## src/rtl/bird_motion_ctrl.sv

```systemverilog
// bird_motion_ctrl: bird row sequencing, IDLE/PLAY/DEAD game flow and score keeping
module bird_motion_ctrl #(
  parameter int ROWS       = 16,
  parameter int START_ROW  = 8,
  parameter int FALL_TICKS = 2,
  parameter int RISE_STEPS = 2
) (
  input  logic                    clk,
  input  logic                    reset,
  input  logic                    flap,
  input  logic                    tick,
  input  logic                    collide,
  input  logic                    pass,
  output logic [$clog2(ROWS)-1:0] bird_row,
  output logic [ROWS-1:0]         bird_onehot,
  output logic                    playing,
  output logic                    game_over,
  output logic [7:0]              score
);
  localparam int RW = $clog2(ROWS);
  localparam int FW = $clog2(FALL_TICKS + 1);
  localparam int PW = $clog2(RISE_STEPS + 1);
  localparam logic [RW-1:0] ROW_START = RW'(START_ROW);
  localparam logic [RW-1:0] ROW_LAST  = RW'(ROWS - 1);
  localparam logic [FW-1:0] FALL_LAST = FW'(FALL_TICKS - 1);
  localparam logic [PW-1:0] RISE_LOAD = PW'(RISE_STEPS);
  typedef enum logic [1:0] {IDLE, PLAY, DEAD} state_t;
  state_t state, state_n;
  logic [RW-1:0] row_n;
  logic [7:0] score_n;
  logic [FW-1:0] fall_cnt, fall_n, fall_v;
  logic [PW-1:0] rise_pend, rise_n, rise_v;
  always_ff @(posedge clk or posedge reset)
    if (reset) begin
      state     <= IDLE;
      bird_row  <= ROW_START;
      score     <= '0;
      fall_cnt  <= '0;
      rise_pend <= '0;
    end else begin
      state     <= state_n;
      bird_row  <= row_n;
      score     <= score_n;
      fall_cnt  <= fall_n;
      rise_pend <= rise_n;
    end
  // a flap is applied before the tick so that flap+tick in one cycle rises at once
  always_comb begin
    state_n = state;
    row_n   = bird_row;
    score_n = score;
    fall_n  = fall_cnt;
    rise_n  = rise_pend;
    rise_v  = flap ? RISE_LOAD : rise_pend;
    fall_v  = flap ? '0 : fall_cnt;
    case (state)
      IDLE: if (flap) begin
        state_n = PLAY;
        score_n = '0;
        fall_n  = '0;
        rise_n  = '0;
      end
      PLAY: if (collide) state_n = DEAD;
      else begin
        rise_n = rise_v;
        fall_n = fall_v;
        if (tick && |rise_v) begin
          row_n  = bird_row == '0 ? '0 : bird_row - 1'b1;
          rise_n = rise_v - 1'b1;
        end else if (tick && fall_v == FALL_LAST) begin
          fall_n  = '0;
          state_n = bird_row == ROW_LAST ? DEAD : PLAY;
          row_n   = bird_row == ROW_LAST ? bird_row : bird_row + 1'b1;
        end else if (tick) fall_n = fall_v + 1'b1;
        if (pass && score != 8'hff) score_n = score + 1'b1;
      end
      DEAD: if (flap) begin
        state_n = IDLE;
        row_n   = ROW_START;
        fall_n  = '0;
        rise_n  = '0;
      end
      default: state_n = IDLE;
    endcase
  end
  assign bird_onehot = {{(ROWS-1){1'b0}}, 1'b1} << bird_row;
  assign playing     = state == PLAY;
  assign game_over   = state == DEAD;
endmodule
```

## config.mk

```make
export PLATFORM = sky130hd
export DESIGN_NAME = bird_motion_ctrl
export DESIGN_NICKNAME = d
export VERILOG_FILES = /design/src/rtl/bird_motion_ctrl.sv
export SDC_FILE = /design/constraint.sdc
export NUM_CORES = 1
export LEC_CHECK = 0
export BUFFER_PORTS_ARGS = -buffer_cell sky130_fd_sc_hd__buf_2
export CORE_UTILIZATION = 48
export CTS_CLUSTER_DIAMETER = 80
export DETAILED_ROUTE_END_ITERATION = 7
export GPL_TIMING_DRIVEN = 0
export PLACE_DENSITY = 0.76
export SLEW_MARGIN = 20
export SYNTH_ARGS = -nofsm -noshare
export SYNTH_HDL_FRONTEND = slang
export SYNTH_SLANG_ARGS = --single-unit
export TNS_END_PERCENT = 30
```

## constraint.sdc

```tcl
create_clock -name clk -period 1.65 [get_ports clk]
set_clock_uncertainty 0.2 [all_clocks]
set_input_delay 0.165 -clock clk [delete_from_list [all_inputs] [get_ports clk]]
set_output_delay 0.165 -clock clk [all_outputs]
set_load 0.02 [all_outputs]
```

==> results.txt <==
- P_leak: roughly 0.98 nW
- In this design, the stage delay of the slowest critical-path cell is ~480 ps.
- Dividing the detail-routed wire length by the instance count gives 17.33 um.
- The clock net in this run drives a total of 18 sinks.
* Post-synthesis async set-or-reset flop share: 100.0%
* Most common cell in the netlist: sky130_fd_sc_hd__dfrtp_1
- Ranked by total cell area, the synthesized netlist is headed by sky130_fd_sc_hd__dfrtp_1, sky130_fd_sc_hd__ha_1, sky130_fd_sc_hd__and2_1.
- Share of the synthesized area in the top cell type: 29.64%
- Iteration-0 DRC Markers: roughly 110
* Fraction of layout cells with a size suffix above 1: a little under three fifths
* Post-synth EDFFs: 0
- In this run the count of I/O pins placed on the die edge is 36.
- Site row count: 19
- The tree is rooted in a sky130_fd_sc_hd__clkbuf_4.
* Die outline width: between 50 and 60 um
* Max Transition Viols Final: 0
- Counting every instance in the synthesized netlist gives 159.
- Data on the critical path arrives at its endpoint at ~1400 ps.
- Total detailed-routing wirelength: about 4300 um
- Setup violations remaining at the end of the flow were counted as 22.
- Antenna violations before repair: 0
- The startpoint identified for the worst hold timing path is tick.
* Failing checks: design-rule violations, negative setup slack
* Non-filler instance count after layout: 251
- Highest achievable clock rate: around 0.56 GHz
- In this run the worst setup path begins at bird_row[0].
- The final route contains 1479 vias.
- Inserted Diodes: 0
- Min-delay worst type: in2reg
- Vias/cell: slightly below 6
* Period Utilization, post-route: 108.3%
- Max-cap violations: 0
- CTS built an H-tree with a depth of 1.
- Along the worst path, the maximum fanout reaches 4.
- CP Class: reg2out
* Critical path required time: around 1300 ps
- The first TritonRoute pass finished after 6 iterations.
- Routability-driven placement finished with a final weighted congestion of 0.8138.
* Transition time of the tightest slew-check pin: 716.8 ps
- Buffers placed on the I/O ports in this run total 33.
- Startpoint of the worst register-to-register path: bird_row[3]
- Most Used Layer, Global Route: met2
- The worst setup path is captured at an output port.
- Global routing finished with a remaining overflow of 0.
* Met2 capacity usage during global routing: between 40% and 50%
* Starting utilization of the core area: roughly 51%
* Post-Place Worst Slack: -221.4 ps
- Dividing total power by cell area gives a power density of about 1400 mW/mm2.
* TritonCTS clock tree: yes
- Met1 layer usage reported by global route: 29.87%
- The region available for standard cell placement spans about 0.0028 mm2.
- The routed design could run at a clock period as short as 1787 ps.
- Counting distinct cell types in the post-synthesis netlist gives 46.
- After legalization and detailed placement, the total HPWL measured 2500 um.
- The average instance in the mapped netlist occupies 9.026 um2.
- After synthesis the cells add up to 0.001435 mm2.
- In this run the deepest clock path goes through 2 buffers.
- Post-synthesis register bit count: 18
* Worst setup margin: -136.7 ps
- For this run, the register share of the synthesized area comes to between 30% and 40%.
- Insertion delay of the later-clocked pin in the worst-skew pair: approximately 290 ps
- In this run the remaining antenna-violating nets after routing total 0.
- The worst setup path is launched from a flip-flop.
- From bottom edge to top edge, the die measures about 57 um.
- The number of placed instances, taps included, is 223.
* Peak supply drop: roughly 0.85 mV
* Met3 track utilization from global routing: between 2 and 3%
- From synthesis to final layout, the design area changed by 53.36%.
- Yosys warns: 0
- Number of buffers and inverters on the critical path: 2
- Count of endpoints failing hold in the final timing report: 0
* Yosys top cell by area: sky130_fd_sc_hd__dfrtp_1
* Worst path slowest cell: sky130_fd_sc_hd__dfrtp_2
* Die Area: about 0.0032 mm2
- Walking the worst path, the cells encountered are buf_4 -> ha_4 -> and3_4 -> buf_6.
- After synthesis, the most frequently instantiated cells are sky130_fd_sc_hd__dfrtp_1, sky130_fd_sc_hd__and2_1, sky130_fd_sc_hd__nand2_1, sky130_fd_sc_hd__ha_1, sky130_fd_sc_hd__o21ai_0.
* Primary flip-flop cell chosen by synthesis mapping: sky130_fd_sc_hd__dfrtp_1
- Clock transition time at the flip-flop clock pins of the worst setup and hold paths: roughly 110 ps
- The run finished, with violations left.
- Counting every net in the synthesized netlist gives ~180.
- DRC violation count after routing: 11
* Max-slew headroom: between 50 and 60%
- Total routing usage reported by global routing: between 20% and 30%
* Dominant delay contributor by cell family on the critical path: flip-flops
- Maximum number of pins on one net before global-route repair: 19
* Number of buffers inserted during clock tree synthesis: 3
- Wire length of the first global-routing pass: approximately 6400 um
- Setup repair after global routing could not meet its margin everywhere.
- Number of global-route vias before repair: between 1000 and 1500
- Final #Nets: ~240
worst register-to-register path: stages (launching register included):
cell	delay, ps
sky130_fd_sc_hd__dfstp_2	640
sky130_fd_sc_hd__buf_4	170
sky130_fd_sc_hd__and3_1	230
sky130_fd_sc_hd__nor3_1	80
sky130_fd_sc_hd__o211ai_1	180
sky130_fd_sc_hd__o311ai_1	140
registers in the layout (all words and copies together), names as in the netlist:
name       count
score          8
bird_row       4
fall_cnt       2
rise_pend      2
state          2
power by group:
group	internal [W]	total (W)	switching, W
Combinational	0.00106	0.00217	0.00111
Sequential	0.000565	0.000699	0.000134
Clock	0.0000941	0.000235	0.000141
cell families after synthesis:
group                      synth area share, %
AOI/OAI and AO/OA                        21.88
adders and majority gates                8.718
buffers and inverters                    7.236
DFF                                      31.47
muxes                                    2.092
and+or+nand+nor                          28.60
through the flow:
step           area [um2]  util (%)  hold WS (ps)  TNS, ps  total power, W
6_report             2201     78.46         30.90    -1989        0.003103
4_1_cts              1989     70.92         20.75    -1474        0.002686
2_1_floorplan        1459         -        -97.50   -42.83        0.001706
3_3_place_gp         1663     59.28         95.82   -986.4        0.002008
3_5_place_dp         1663     59.28         109.2    -1445        0.002069
5_1_grt              2201     78.46         45.87    -3099        0.003274
final cells by class:
type / count / area [um2]
Multi-Input combinational cell: 122 / 1085
Fill cell: 184 / 604.3
Sequential cell: 18 / 459.2
Timing Repair Buffer: 58 / 457.9
Buffer: 10 / 96.34
Tap cell: 31 / 38.79
Inverter: 8 / 37.54
Clock buffer: 4 / 26.28
what timing repair did:
action                                 CTS  global route
setup endpoints to repair               25            34
cloned                                   1             0
pin swaps                                7            17
resized for setup                       49            38
buffers inserted                        12            10
endpoints found under the hold margin   18             0
hold buffers                             2             0
cells in the final DEF (no fill, tap or decap), types with 4 or more instances in the layout:
master and n:
sky130_fd_sc_hd__a31oi_1 8, sky130_fd_sc_hd__nand3_1 7, sky130_fd_sc_hd__nor2_1 5, sky130_fd_sc_hd__nand2_1 11
sky130_fd_sc_hd__dfrtp_2 6, sky130_fd_sc_hd__buf_2 18, sky130_fd_sc_hd__inv_1 5, sky130_fd_sc_hd__o21ai_0 6
sky130_fd_sc_hd__clkbuf_4 4, sky130_fd_sc_hd__a21oi_1 7, sky130_fd_sc_hd__nand4_1 4, sky130_fd_sc_hd__and2_4 7
sky130_fd_sc_hd__buf_4 24, sky130_fd_sc_hd__dfrtp_1 11, sky130_fd_sc_hd__nor2b_1 4, sky130_fd_sc_hd__and2_1 4
sky130_fd_sc_hd__buf_6 21, sky130_fd_sc_hd__ha_4 7
routing by layer:
metal | wire length [um] | vias up
met5 | 0 | -
met4 | 114 | 0
met3 | 199 | 13
met2 | 2318 | 61
met1 | 1717 | 705
li1 | - | 700
worst paths after layout:
| check | to | slack, ps | cells past startpoint |
|---|---|---|---|
| hold / removal | fall_cnt[1] | 30 | 3 |
| setup reg to reg | bird_row[2] | -120 | 5 |
| min in group asynchronous | score[2] | 340 | 3 |
| setup / recovery | bird_onehot[13] | -140 | 4 |
| hold reg to reg | fall_cnt[0] | 280 | 1 |
| max in group asynchronous | bird_row[1] | 410 | 3 |
Power figures use the tool's default switching activity.
